==> src/rtl/nibble_frame_collector_pkg.sv <==
// nibble_frame_collector_pkg: byte field layout and collector state shared with the output loader
package nibble_frame_collector_pkg;
  localparam int MODE_HI = 7;
  localparam int MODE_LO = 5;
  localparam int RDY_BIT = 4;
  localparam int NIB_HI = 3;
  localparam int NIBBLE_W = 4;
  typedef enum logic [0:0] {COL_IDLE, COL_COLLECT} col_state_t;
endpackage

==> src/rtl/nibble_frame_collector_if.sv <==
// nibble_frame_collector_if: nibble stream in, held frame result out
interface nibble_frame_collector_if #(parameter int W = 32);
  localparam int NIB = W / 4;
  localparam int CNT_W = $clog2(2 * NIB + 2);
  logic sample_en;
  logic [7:0] in_byte;
  logic clear;
  logic out_ack;
  logic busy;
  logic out_valid;
  logic [W-1:0] word_a;
  logic [W-1:0] word_b;
  logic [2:0] mode_out;
  logic [CNT_W-1:0] nib_count;
  logic short_frame;
  logic overrun;
  logic mode_err;
  logic dropped;
  modport master (
    output sample_en, in_byte, clear, out_ack,
    input busy, out_valid, word_a, word_b, mode_out, nib_count, short_frame, overrun, mode_err, dropped
  );
  modport slave (
    input sample_en, in_byte, clear, out_ack,
    output busy, out_valid, word_a, word_b, mode_out, nib_count, short_frame, overrun, mode_err, dropped
  );
endinterface

==> src/rtl/nibble_frame_result.sv <==
// nibble_frame_result: holds a committed frame with valid/ack handshake and sticky drop flag
module nibble_frame_result #(
  parameter int W = 32,
  parameter int CNT_W = 5
) (
  input  logic             clk,
  input  logic             rst_n,
  input  logic             clear,
  input  logic             commit,
  input  logic             ack,
  input  logic [W-1:0]     d_a,
  input  logic [W-1:0]     d_b,
  input  logic [2:0]       d_mode,
  input  logic [CNT_W-1:0] d_cnt,
  input  logic             d_mode_err,
  output logic             out_valid,
  output logic [W-1:0]     word_a,
  output logic [W-1:0]     word_b,
  output logic [2:0]       mode_out,
  output logic [CNT_W-1:0] nib_count,
  output logic             short_frame,
  output logic             overrun,
  output logic             mode_err,
  output logic             dropped
);
  localparam logic [CNT_W-1:0] FULL = CNT_W'(W / 2);
  always_ff @(posedge clk or negedge rst_n)
    if (!rst_n)
      {out_valid, word_a, word_b, mode_out, nib_count, short_frame, overrun, mode_err, dropped} <= '0;
    else if (clear)
      {out_valid, word_a, word_b, mode_out, nib_count, short_frame, overrun, mode_err, dropped} <= '0;
    else if (commit) begin
      word_a <= d_a;
      word_b <= d_b;
      mode_out <= d_mode;
      nib_count <= d_cnt;
      short_frame <= d_cnt < FULL;
      overrun <= d_cnt > FULL;
      mode_err <= d_mode_err;
      out_valid <= 1'b1;
      dropped <= dropped | (out_valid & ~ack);
    end else if (ack)
      out_valid <= 1'b0;
endmodule

==> src/rtl/nibble_frame_collector.sv <==
// nibble_frame_collector: reassembles MSB-first nibble frames into two words with integrity flags
module nibble_frame_collector
  import nibble_frame_collector_pkg::*;
#(
  parameter int W = 32
) (
  input logic clk,
  input logic rst_n,
  nibble_frame_collector_if.slave bus
);
  localparam int NIB = W / 4;
  localparam int CNT_W = $clog2(2 * NIB + 2);
  localparam logic [CNT_W-1:0] CNT_MAX = CNT_W'(2 * NIB + 1);
  col_state_t state;
  logic [W-1:0] acc_a, acc_b;
  logic [2:0] cur_mode, mode;
  logic [CNT_W-1:0] cnt;
  logic mode_err_acc, rdy, commit;
  logic [NIBBLE_W-1:0] nib;
  assign rdy = bus.in_byte[RDY_BIT];
  assign mode = bus.in_byte[MODE_HI:MODE_LO];
  assign nib = bus.in_byte[NIB_HI:0];
  assign commit = bus.sample_en && !bus.clear && state == COL_COLLECT && !rdy;
  assign bus.busy = state == COL_COLLECT;
  // Accumulators are zeroed on commit so unreceived slots of the next frame read 0
  always_ff @(posedge clk or negedge rst_n)
    if (!rst_n) begin
      state <= COL_IDLE;
      acc_a <= '0;
      acc_b <= '0;
      cur_mode <= '0;
      cnt <= '0;
      mode_err_acc <= 1'b0;
    end else if (bus.clear || commit) begin
      state <= COL_IDLE;
      acc_a <= '0;
      acc_b <= '0;
      cur_mode <= '0;
      cnt <= '0;
      mode_err_acc <= 1'b0;
    end else if (bus.sample_en && rdy) begin
      if (state == COL_IDLE) begin
        acc_a[W-1 -: NIBBLE_W] <= nib;
        cur_mode <= mode;
        cnt <= CNT_W'(1);
        state <= COL_COLLECT;
      end else begin
        for (int i = 0; i < NIB; i++) begin
          if (cnt == CNT_W'(NIB - 1 - i)) acc_a[NIBBLE_W*i +: NIBBLE_W] <= nib;
          if (cnt == CNT_W'(2 * NIB - 1 - i)) acc_b[NIBBLE_W*i +: NIBBLE_W] <= nib;
        end
        cnt <= cnt == CNT_MAX ? cnt : cnt + 1'b1;
        if (mode != cur_mode) mode_err_acc <= 1'b1;
      end
    end
  nibble_frame_result #(.W(W), .CNT_W(CNT_W)) u_result (
    .clk(clk),
    .rst_n(rst_n),
    .clear(bus.clear),
    .commit(commit),
    .ack(bus.out_ack),
    .d_a(acc_a),
    .d_b(acc_b),
    .d_mode(cur_mode),
    .d_cnt(cnt),
    .d_mode_err(mode_err_acc),
    .out_valid(bus.out_valid),
    .word_a(bus.word_a),
    .word_b(bus.word_b),
    .mode_out(bus.mode_out),
    .nib_count(bus.nib_count),
    .short_frame(bus.short_frame),
    .overrun(bus.overrun),
    .mode_err(bus.mode_err),
    .dropped(bus.dropped)
  );
endmodule

==> src/flat_wrapper.sv <==
// flat-port wrapper written by rule: the top's interface ports become plain ports
module nibble_frame_collector_flat import nibble_frame_collector_pkg::*;
#(
  parameter int W = 32
)
  (clk, rst_n, bus_sample_en, bus_in_byte, bus_clear, bus_out_ack, bus_busy, bus_out_valid, bus_word_a, bus_word_b, bus_mode_out, bus_nib_count, bus_short_frame, bus_overrun, bus_mode_err, bus_dropped);
  nibble_frame_collector_if #(.W(W)) bus_i ();
  input logic clk;
  input logic rst_n;
  input wire logic [$bits(bus_i.sample_en)-1:0] bus_sample_en;
  input wire logic [$bits(bus_i.in_byte)-1:0] bus_in_byte;
  input wire logic [$bits(bus_i.clear)-1:0] bus_clear;
  input wire logic [$bits(bus_i.out_ack)-1:0] bus_out_ack;
  output wire logic [$bits(bus_i.busy)-1:0] bus_busy;
  output wire logic [$bits(bus_i.out_valid)-1:0] bus_out_valid;
  output wire logic [$bits(bus_i.word_a)-1:0] bus_word_a;
  output wire logic [$bits(bus_i.word_b)-1:0] bus_word_b;
  output wire logic [$bits(bus_i.mode_out)-1:0] bus_mode_out;
  output wire logic [$bits(bus_i.nib_count)-1:0] bus_nib_count;
  output wire logic [$bits(bus_i.short_frame)-1:0] bus_short_frame;
  output wire logic [$bits(bus_i.overrun)-1:0] bus_overrun;
  output wire logic [$bits(bus_i.mode_err)-1:0] bus_mode_err;
  output wire logic [$bits(bus_i.dropped)-1:0] bus_dropped;
  assign bus_i.sample_en = bus_sample_en;
  assign bus_i.in_byte = bus_in_byte;
  assign bus_i.clear = bus_clear;
  assign bus_i.out_ack = bus_out_ack;
  assign bus_busy = bus_i.busy;
  assign bus_out_valid = bus_i.out_valid;
  assign bus_word_a = bus_i.word_a;
  assign bus_word_b = bus_i.word_b;
  assign bus_mode_out = bus_i.mode_out;
  assign bus_nib_count = bus_i.nib_count;
  assign bus_short_frame = bus_i.short_frame;
  assign bus_overrun = bus_i.overrun;
  assign bus_mode_err = bus_i.mode_err;
  assign bus_dropped = bus_i.dropped;
  nibble_frame_collector #(.W(W)) u_core (.clk(clk), .rst_n(rst_n), .bus(bus_i));
endmodule
==> config.mk <==
export PLATFORM = sky130hd
export DESIGN_NAME = nibble_frame_collector_flat
export DESIGN_NICKNAME = d
export VERILOG_FILES = /design/src/rtl/nibble_frame_collector_pkg.sv /design/src/rtl/nibble_frame_collector_if.sv /design/src/rtl/nibble_frame_result.sv /design/src/rtl/nibble_frame_collector.sv /design/src/flat_wrapper.sv
export SDC_FILE = /design/constraint.sdc
export NUM_CORES = 1
export LEC_CHECK = 0
export CAP_MARGIN = 20
export CORE_UTILIZATION = 49
export CTS_CLUSTER_SIZE = 8
export DETAILED_ROUTE_END_ITERATION = 10
export GPL_TIMING_DRIVEN = 0
export PLACE_DENSITY = 0.81
export SETUP_SLACK_MARGIN = 0.5
export SLEW_MARGIN = 20
export SYNTH_ARGS = -nofsm -noshare
export SYNTH_HDL_FRONTEND = slang
export SYNTH_SLANG_ARGS = --single-unit
export TNS_END_PERCENT = 50
==> constraint.sdc <==
create_clock -name clk -period 1.9 [get_ports clk]
set_clock_uncertainty 0.1 [all_clocks]
set_input_delay 0.19 -clock clk [delete_from_list [all_inputs] [get_ports clk]]
set_output_delay 0.19 -clock clk [all_outputs]
set_load 0.01 [all_outputs]
==> results of run 1 <==
-- cells by family after synthesis --
family,count (synthesis),share of synthesized area (%)
DFF,151,58.3
buffers and inverters,62,4.50
AOI/OAI and AO/OA,228,23.7
and+or+nand+nor,115,12.1
adders and majority gates,5,0.966
xor gates and xnor gates,3,0.406
-- worst min-delay path by stage --
stage                                      end  cells past startpoint
finish               u_core.u_result.out_valid                      2
global route         u_core.u_result.out_valid                      2
CTS                  u_core.u_result.out_valid                      2
detailed placement   u_core.u_result.out_valid                      1
global placement    u_core.u_result.word_a[21]                      1
floorplan                      u_core.acc_a[0]                      0
-- synth_stat cells (2+ instances only) --
library cell  number
xnor2_1            3
nor2_1             2
and3_1             4
a21oi_1           63
nor2b_1            4
inv_1              7
o21ai_0           61
and4b_1            2
ha_1               5
nand3_1           58
dfrtp_1          151
a22o_1            81
nand4b_1           3
clkbuf_1          25
a31oi_1            3
nand2_1            6
and4bb_2           8
o21a_1             2
nor4b_1            4
buf_1              5
or4b_2             2
buf_6              2
buf_2             16
buf_4              5
o2111ai_1          2
nand2b_1           5
o32ai_1            2
nand4bb_1         10
o2bb2ai_1          4
-- area by class of cell --
type	count	share of cell area, %
buffer	55	5.07
clock buffer	18	4.40
clock inverter	12	1.58
inverter	7	0.295
multi-input combinational	352	29.9
sequential	151	38.8
tap	172	2.21
timing repair buffer	161	17.8
-- per-stage QoR --
stage               cells  hold slack (ps)  TNS [ps]  area [µm²]  util [%]
CTS                   911              226         0        9270      72.6
finish                928              193      -794        9760      76.4
floorplan             564             -206         0        6530         -
global route          928              261     -2590        9760      76.4
global placement      822              371   -781130        7610      59.5
detailed placement    823             77.9    -37540        7640      59.8
-- power groups by stage --
stage	Combinational [mW]	Clock [mW]	Sequential, mW
after floorplan	0.210	0	3.31
after global placement	0.374	0	3.31
after detailed placement	0.396	0	3.31
after CTS	0.586	3.36	3.25
after global routing	0.751	3.57	3.25
final	0.729	3.48	3.25
-- worst max-delay path, cell delays in order, from the launching register on --
cell and delay (ps):
dfrtp_2 420, buf_4 160, a21o_1 180, clkbuf_4 250, buf_2 310, nand3_1 130, a21oi_1 390
-- sequential cells by signal, summed over array words and instances (netlist names) --
signal                       cells
u_core.u_result.nib_count        5
u_core.u_result.dropped          1
u_core.mode_err_acc              1
u_core.u_result.mode_out         3
u_core.u_result.word_b          32
u_core.acc_b                    32
u_core.u_result.out_valid        1
u_core.u_result.overrun          1
u_core.cnt                       5
u_core.u_result.short_frame      1
u_core.bus.busy                  1
u_core.cur_mode                  3
u_core.u_result.word_a          32
u_core.acc_a                    32
u_core.u_result.mode_err         1
-- metal layers --
metal | part of all wire, % | global-route usage [%] | vias up
met1 | 35 | 45.1 | 3213
met4 | 7.6 | 21.4 | 0
met5 | 0 | 0 | -
met2 | 43 | 53.4 | 709
met3 | 14 | 9.78 | 248
li1 | - | - | 2507
-- what timing repair did --
action | in CTS | in global routing
gates resized for setup | 148 | 117
setup buffers | 40 | 14
hold buffers | 11 | 0
hold endpoints to repair | 84 | 0
setup endpoints to repair | 224 | 227
gates cloned | 7 | 3
pin swaps | 44 | 58
==> metrics.csv, run 1 <==
metric,value,unit
Switching Power,1.89,mW
layout cell share with drive strength beyond 1,31.2,%
die extent in y,117,µm
Tightest Pin Transition,729,ps
Max VDD drop,0.558,mV
"most common cell after layout, fill and taps aside",dfrtp_1,
failing checks,negative setup slack,
area grow syn2layout,50.7,%
Die W,117,µm
Final Cycle Share,109,%
I/O Buffers,86,
Total Wirelength,26.4,mm
RSZ-0062 raised after global routing,true,
Post-synth ARST share,100,%
Skew-Pair Late Insertion Delay,430,ps
dpl ws,-479,ps
die area,0.0137,mm²
ANT cells,0,
Layout Nets,763,
status,"finished, violations left",
Final min period,2070,ps
Final HPWL DP,11.5,mm
drt initial violations,1126,
r2r worst-path depth,6,
r2r endpoint,u_core.acc_a[21],
all-layer global routing usage,35.2,%
Cell Int Power,5.57,mW
most frequent cells in the layout,"dfrtp_1, a22o_1, clkdlybuf4s50_1",
vias per cell,7.20,
combinational power share,9.8,%
post-synth net total,582,
predominant post-synthesis flop cell,dfrtp_1,
dominant cell type by area after synthesis,dfrtp_1,
largest net degree at the start of global routing,83,
Pleak,4.51,nW
clk slew on worst S/H paths,70,ps
final slew viol count,0,
Worst Setup SP,u_core.bus.busy,
vias post-DR,6677,
number of global-route vias before repair,6209,
Overflow after GRT,0,
CP max FO,10,
CTS Buf Count,17,
switching part of the total power,25.3,%
startpoint types,register,
Clock power frac,46.6,%
CTS sink cnt,151,
Worst Setup End Kind,register,
First-pass DRT Iterations,9,
H-tree levels,4,
crit path DAT,2260,ps
Placer Congestion,0.963,
Worst slew margin,51.4,%
reg2reg setup slack,-170,ps
initial antenna violation count,0,
proportion of netlist area held by the largest area contributor,58.3,%
Synthesis Warnings,0,
worst setup margin,-173,ps
final setup fails,14,
first-pass GRT wire length,35.1,mm
area of the multi-input gates,0.00291,mm²
Max-Cap Viols,0,
Reg-to-Reg Start,u_core.bus.busy,
Seq cells post-synth,151,
register area share after synthesis,58.3,%
CTS Root Buffer Type,clkbuf_16,
fmax,482,MHz
Power Total,7.46,mW
Hold Crit Class,input pin to async pin,
end of the critical path,u_core.acc_a[21],
Register Area,0.00379,mm²
Ports,91,
# DRC,0,
"EDFF count, synth",0,
crit path kind,register to register,
FILL cells,659,
Final Hold Viols,0,
post-route antenna net violation count,0,
CTS tree,yes,
Rows,41,
mapped cell area,0.00648,mm²
PD cells,764,mW/mm²
cells after synthesis,564,
Area contributors post-synth,"dfrtp_1, a22o_1, a21oi_1",
core area,0.0128,mm²
Synth Area per Inst,11.5,µm²
CTS max path bufs,2,
CP required,2090,ps
Cell variety after synth,48,
share of power burned in registers,43.6,%
starting density of the core,50.7,%
Routed wire per std cell,28.5,µm
(Power assumes the default switching activity.)
==> run 2, diff against run 1 <==
GPL_ROUTABILITY_DRIVEN = 1   (was default)
TNS_END_PERCENT = 20   (was 50)
==> run 2 against run 1 <==
  * The run still ends with negative setup slack left
  * Flip-flop and latch count unchanged
  * Highest routed layer unchanged
  * Sequential power is essentially flat
  * Via count fell by 3.8%
==> metrics.csv, run 2 (synthesized netlist as in run 1, its figures left out) <==
metric,value,unit
status,"finished, violations left",
failing checks,negative setup slack,
CTS max path bufs,2,
# DRC,0,
post-route antenna net violation count,0,
Layout Nets,735,
fmax,492,MHz
Power Total,7.48,mW
CP required,2130,ps
PD cells,746,mW/mm²
starting density of the core,50.7,%
Worst Setup End Kind,register,
ANT cells,0,
Final Cycle Share,107,%
H-tree levels,4,
Max-Cap Viols,0,
vias per cell,7.12,
Die W,117,µm
CTS Root Buffer Type,clkbuf_16,
CTS sink cnt,151,
Hold Crit Class,input pin to async pin,
CP max FO,4,
Final Hold Viols,0,
startpoint types,register,
crit path kind,register to register,
RSZ-0062 raised after global routing,true,
"most common cell after layout, fill and taps aside",dfrtp_1,
Worst slew margin,43.8,%
Reg-to-Reg Start,u_core.cnt[0],
final slew viol count,0,
Tightest Pin Transition,843,ps
largest net degree at the start of global routing,81,
clk slew on worst S/H paths,70,ps
first-pass GRT wire length,30.5,mm
initial antenna violation count,0,
Placer Congestion,0.955,
number of global-route vias before repair,5687,
dpl ws,-447,ps
critical-path cell list,inv_4 -> ha_4 -> or4b_4 -> a32o_2 -> a22o_1,
most frequent cells in the layout,"dfrtp_1, a22o_1, dlymetal6s2s_1",
Placed Area,0.00763,mm²
drt initial violations,912,
Final min period,2030,ps
crit path DAT,2260,ps
fin area,0.0100,mm²
placed insts,823,
Final Hold Slack,195,ps
layout cell share with drive strength beyond 1,37.7,%
CTS tree,yes,
FILL cells,634,
CTS Buf Count,17,
final setup fails,13,
vias post-DR,6425,
Final Core Density,78.4,%
CP max stage delay,560,ps
all-layer global routing usage,30.2,%
Total Wirelength,26.0,mm
I/O Buffers,86,
core area,0.0128,mm²
Pleak,5.43,nW
Finished Layout Cells,902,
die area,0.0137,mm²
r2r endpoint,u_core.acc_a[29],
worst setup margin,-134,ps
r2r worst-path depth,5,
Overflow after GRT,0,
Routed wire per std cell,28.8,µm
Fin Setup TNS,-1030,ps
Final HPWL DP,11.5,mm
reg2reg setup slack,-130,ps
die extent in y,117,µm
area of the multi-input gates,0.00321,mm²
Register Area,0.00379,mm²
Max VDD drop,0.787,mV
area grow syn2layout,54.7,%
Ports,91,
crit path max-delay cell type,or4b_4,
Skew-Pair Late Insertion Delay,440,ps
Rows,41,
First-pass DRT Iterations,6,
run 2: cell count changes in the layout (fill, tap and decap cells not counted), sizes merged, moves of 2 or more:
cell / change
clkinv: +3
bufbuf: -2
inv: -2
clkdlybuf4s50: -55
dlygate4sd3: -3
clkbuf: +6
dlymetal6s2s: +57
buf: -26
run 2: cell type report:
cell class	count	area share, %
repair buffers	134	16.5
clock inverters	12	1.51
well taps	172	2.15
clock buffers	20	4.56
multi-input cells	351	32.0
plain buffers	55	5.14
flip-flops and latches	151	37.8
inverters	7	0.287
run 2: worst max-delay path: cells and delay by family, from the launching register on:
family                     cells  cell delay, ps
and+or+nand+nor                1             560
adders and majority gates      1             180
buffers and inverters          1              90
AOI/OAI and AO/OA              2             550
DFF                            1             440
run 2: worst max-delay path by stage:
stage               slack (ps)                    endpoint  depth (start not counted)      startpoint
floorplan                   80            u_core.acc_a[20]                          5   u_core.cnt[0]
global route              -220            u_core.acc_a[27]                          7   u_core.cnt[1]
CTS                         10  u_core.u_result.word_a[17]                          6  bus_in_byte[4]
global placement         -4980  u_core.u_result.word_b[13]                          1           rst_n
detailed placement        -450            u_core.acc_a[19]                          6   bus_sample_en
finish                    -130            u_core.acc_a[29]                          5   u_core.cnt[0]
run 2: layer usage:
| metal | part of all wire (%) | track usage (%) | up-vias |
|---|---|---|---|
| li1 | - | - | 2459 |
| met1 | 36 | 38.3 | 3136 |
| met2 | 46 | 46.7 | 615 |
| met3 | 11 | 7.88 | 215 |
| met4 | 7.9 | 18.8 | 0 |
| met5 | 0 | 0 | - |
run 2: timing repair:
| action | CTS | global route |
|---|---|---|
| hold buffers | 8 | 0 |
| endpoints found under the hold margin | 90 | 0 |
| pin swaps | 18 | 124 |
| buffers inserted | 25 | 7 |
| cloned | 0 | 7 |
| setup endpoints to repair | 221 | 229 |
| gates resized for setup | 104 | 327 |
run 2: where the power goes:
part           switching [mW]  internal (mW)
clock                    1.42           2.13
sequential             0.0242           3.23
combinational           0.436          0.228
total                    1.88           5.59
==> run 3, diff against run 2 <==
HOLD_SLACK_MARGIN = 0.1   (was default)
==> run 3 against run 2 <==
  * The flow still finishes with violations (negative setup slack)
  * Cell area decreased by 0.72%
  * Count of clock-buffer cells in the layout unchanged
  * Fmax increased by 4.0%
  * Global-route usage decreased by 0.56 points
  * Utilization decreased by 0.57 points
  * Non-clock buffer count decreased by 4
  * Die area unchanged
  * Flip-flop and latch count unchanged
  * Sequential power about the same
  * Final cell count decreased by 0.33%
  * Combinational power about the same
  * Largest power group unchanged
  * Highest routed layer unchanged
==> metrics.csv, run 3 (synthesized netlist as in run 1, its figures left out) <==
metric,value,unit
Switching Power,1.84,mW
fmax,511,MHz
vias per cell,6.93,
Ports,91,
# DRC,0,
PD cells,749,mW/mm²
Die W,117,µm
RSZ-0062 raised after global routing,true,
share of power burned in registers,43.7,%
Fin Setup TNS,-277,ps
Hold Crit Class,input pin to async pin,
CP max FO,10,
initial antenna violation count,1,
Cell Int Power,5.61,mW
H-tree levels,4,
drt initial violations,763,
Clock power frac,47.3,%
Total Wirelength,24.5,mm
Max VDD drop,0.677,mV
clk slew on worst S/H paths,60,ps
crit path kind,register to register,
Routed wire per std cell,27.3,µm
post-route antenna net violation count,0,
vias post-DR,6228,
CTS Buf Count,17,
all-layer global routing usage,29.7,%
Final min period,1960,ps
largest net degree at the start of global routing,81,
Placed Area,0.00763,mm²
Layout Nets,731,
number of global-route vias before repair,5617,
Pleak,5.40,nW
Max-Cap Viols,0,
critical-path cell list,clkbuf_4 -> inv_1 -> ha_4 -> nand2b_4 -> nor4b_4 -> a22o_1,
CTS tree,yes,
"most common cell after layout, fill and taps aside",dfrtp_1,
layout cell share with drive strength beyond 1,38.3,%
core area,0.0128,mm²
fin area,0.00995,mm²
Skew-Pair Late Insertion Delay,430,ps
combinational power share,9.0,%
First-pass DRT Iterations,5,
die extent in y,117,µm
Worst Setup End Kind,register,
switching part of the total power,24.7,%
first-pass GRT wire length,30.0,mm
r2r worst-path depth,6,
Overflow after GRT,0,
crit path DAT,2220,ps
Rows,41,
CTS max path bufs,2,
die area,0.0137,mm²
Worst slew margin,38.6,%
Tightest Pin Transition,920,ps
startpoint types,register,
CP required,2160,ps
I/O Buffers,86,
CTS sink cnt,151,
worst setup margin,-55.4,ps
CTS Root Buffer Type,clkbuf_16,
starting density of the core,50.7,%
crit path max-delay cell type,dfrtp_2,
Placer Congestion,0.955,
status,"finished, violations left",
failing checks,negative setup slack,
Final HPWL DP,11.5,mm
final slew viol count,0,
Final Hold Viols,0,
CP max stage delay,490,ps
Final Cycle Share,103,%
area grow syn2layout,53.6,%
final setup fails,9,
most frequent cells in the layout,"dfrtp_1, a22o_1, dlymetal6s2s_1",
==> run 3: worst paths after layout <==
check | from | to | slack, ps
max in group asynchronous | rst_n | u_core.cnt[0] | 690
hold / removal | rst_n | u_core.u_result.word_a[6] | 200
setup / recovery | u_core.cnt[4] | u_core.acc_b[2] | -60
min in group clk | bus_out_ack | u_core.u_result.dropped | 330
setup reg to reg | u_core.cnt[4] | u_core.acc_b[2] | -60
hold reg to reg | u_core.u_result.dropped | u_core.u_result.dropped | 390
==> run 3: metal layers <==
layer	GRT usage [%]	wire length (µm)	share of wire, %
met5	0	0	0
met3	6.69	2220	9.1
met1	38.3	9040	37
met4	16.5	1850	7.5
met2	46.8	11400	47
==> run 3: power groups by stage <==
| stage | Clock [mW] | Sequential [mW] | Combinational, mW |
|---|---|---|---|
| final | 3.52 | 3.26 | 0.667 |
| after global routing | 3.65 | 3.26 | 0.697 |
| after CTS | 3.47 | 3.25 | 0.462 |
| after detailed placement | 0 | 3.31 | 0.392 |
| after global placement | 0 | 3.31 | 0.373 |
| after floorplan | 0 | 3.31 | 0.210 |
==> run 3: critical path, delay by kind of cell, from the launching register on <==
kind	cells	cell delay [ps]
fa+ha+maj	1	150
compound gates	1	220
flops	1	490
simple gates	2	520
buf+inv	2	400
==> run 3: final cells by class <==
cell class	instances	area, µm²
sequential	151	3790
multi-input combinational	351	3240
fill	646	2830
timing repair buffer	130	1550
buffer	55	526
clock buffer	20	457
tap	172	215
clock inverter	12	151
inverter	7	28.8
antenna	1	2.50
==> run 3: repair_timing <==
item,CTS,global route
setup buffers,25,11
pin swaps,18,137
endpoints found under the setup margin,221,229
endpoints found under the hold margin,100,0
gates cloned,0,2
resized for setup,104,340
hold buffers,5,0
==> run 3: through the flow <==
step | hold WS [ps] | setup slack (ps) | instances | total power, mW | utilization (%)
floorplan | -206 | 81.9 | 564 | 3.52 | -
global placement | 373 | -4980 | 822 | 3.69 | 59.5
detailed placement | 80.3 | -447 | 823 | 3.70 | 59.7
CTS | 221 | 14.1 | 885 | 7.18 | 68.8
global route | 270 | -95.6 | 899 | 7.60 | 77.9
finish | 201 | -55.4 | 899 | 7.45 | 77.9
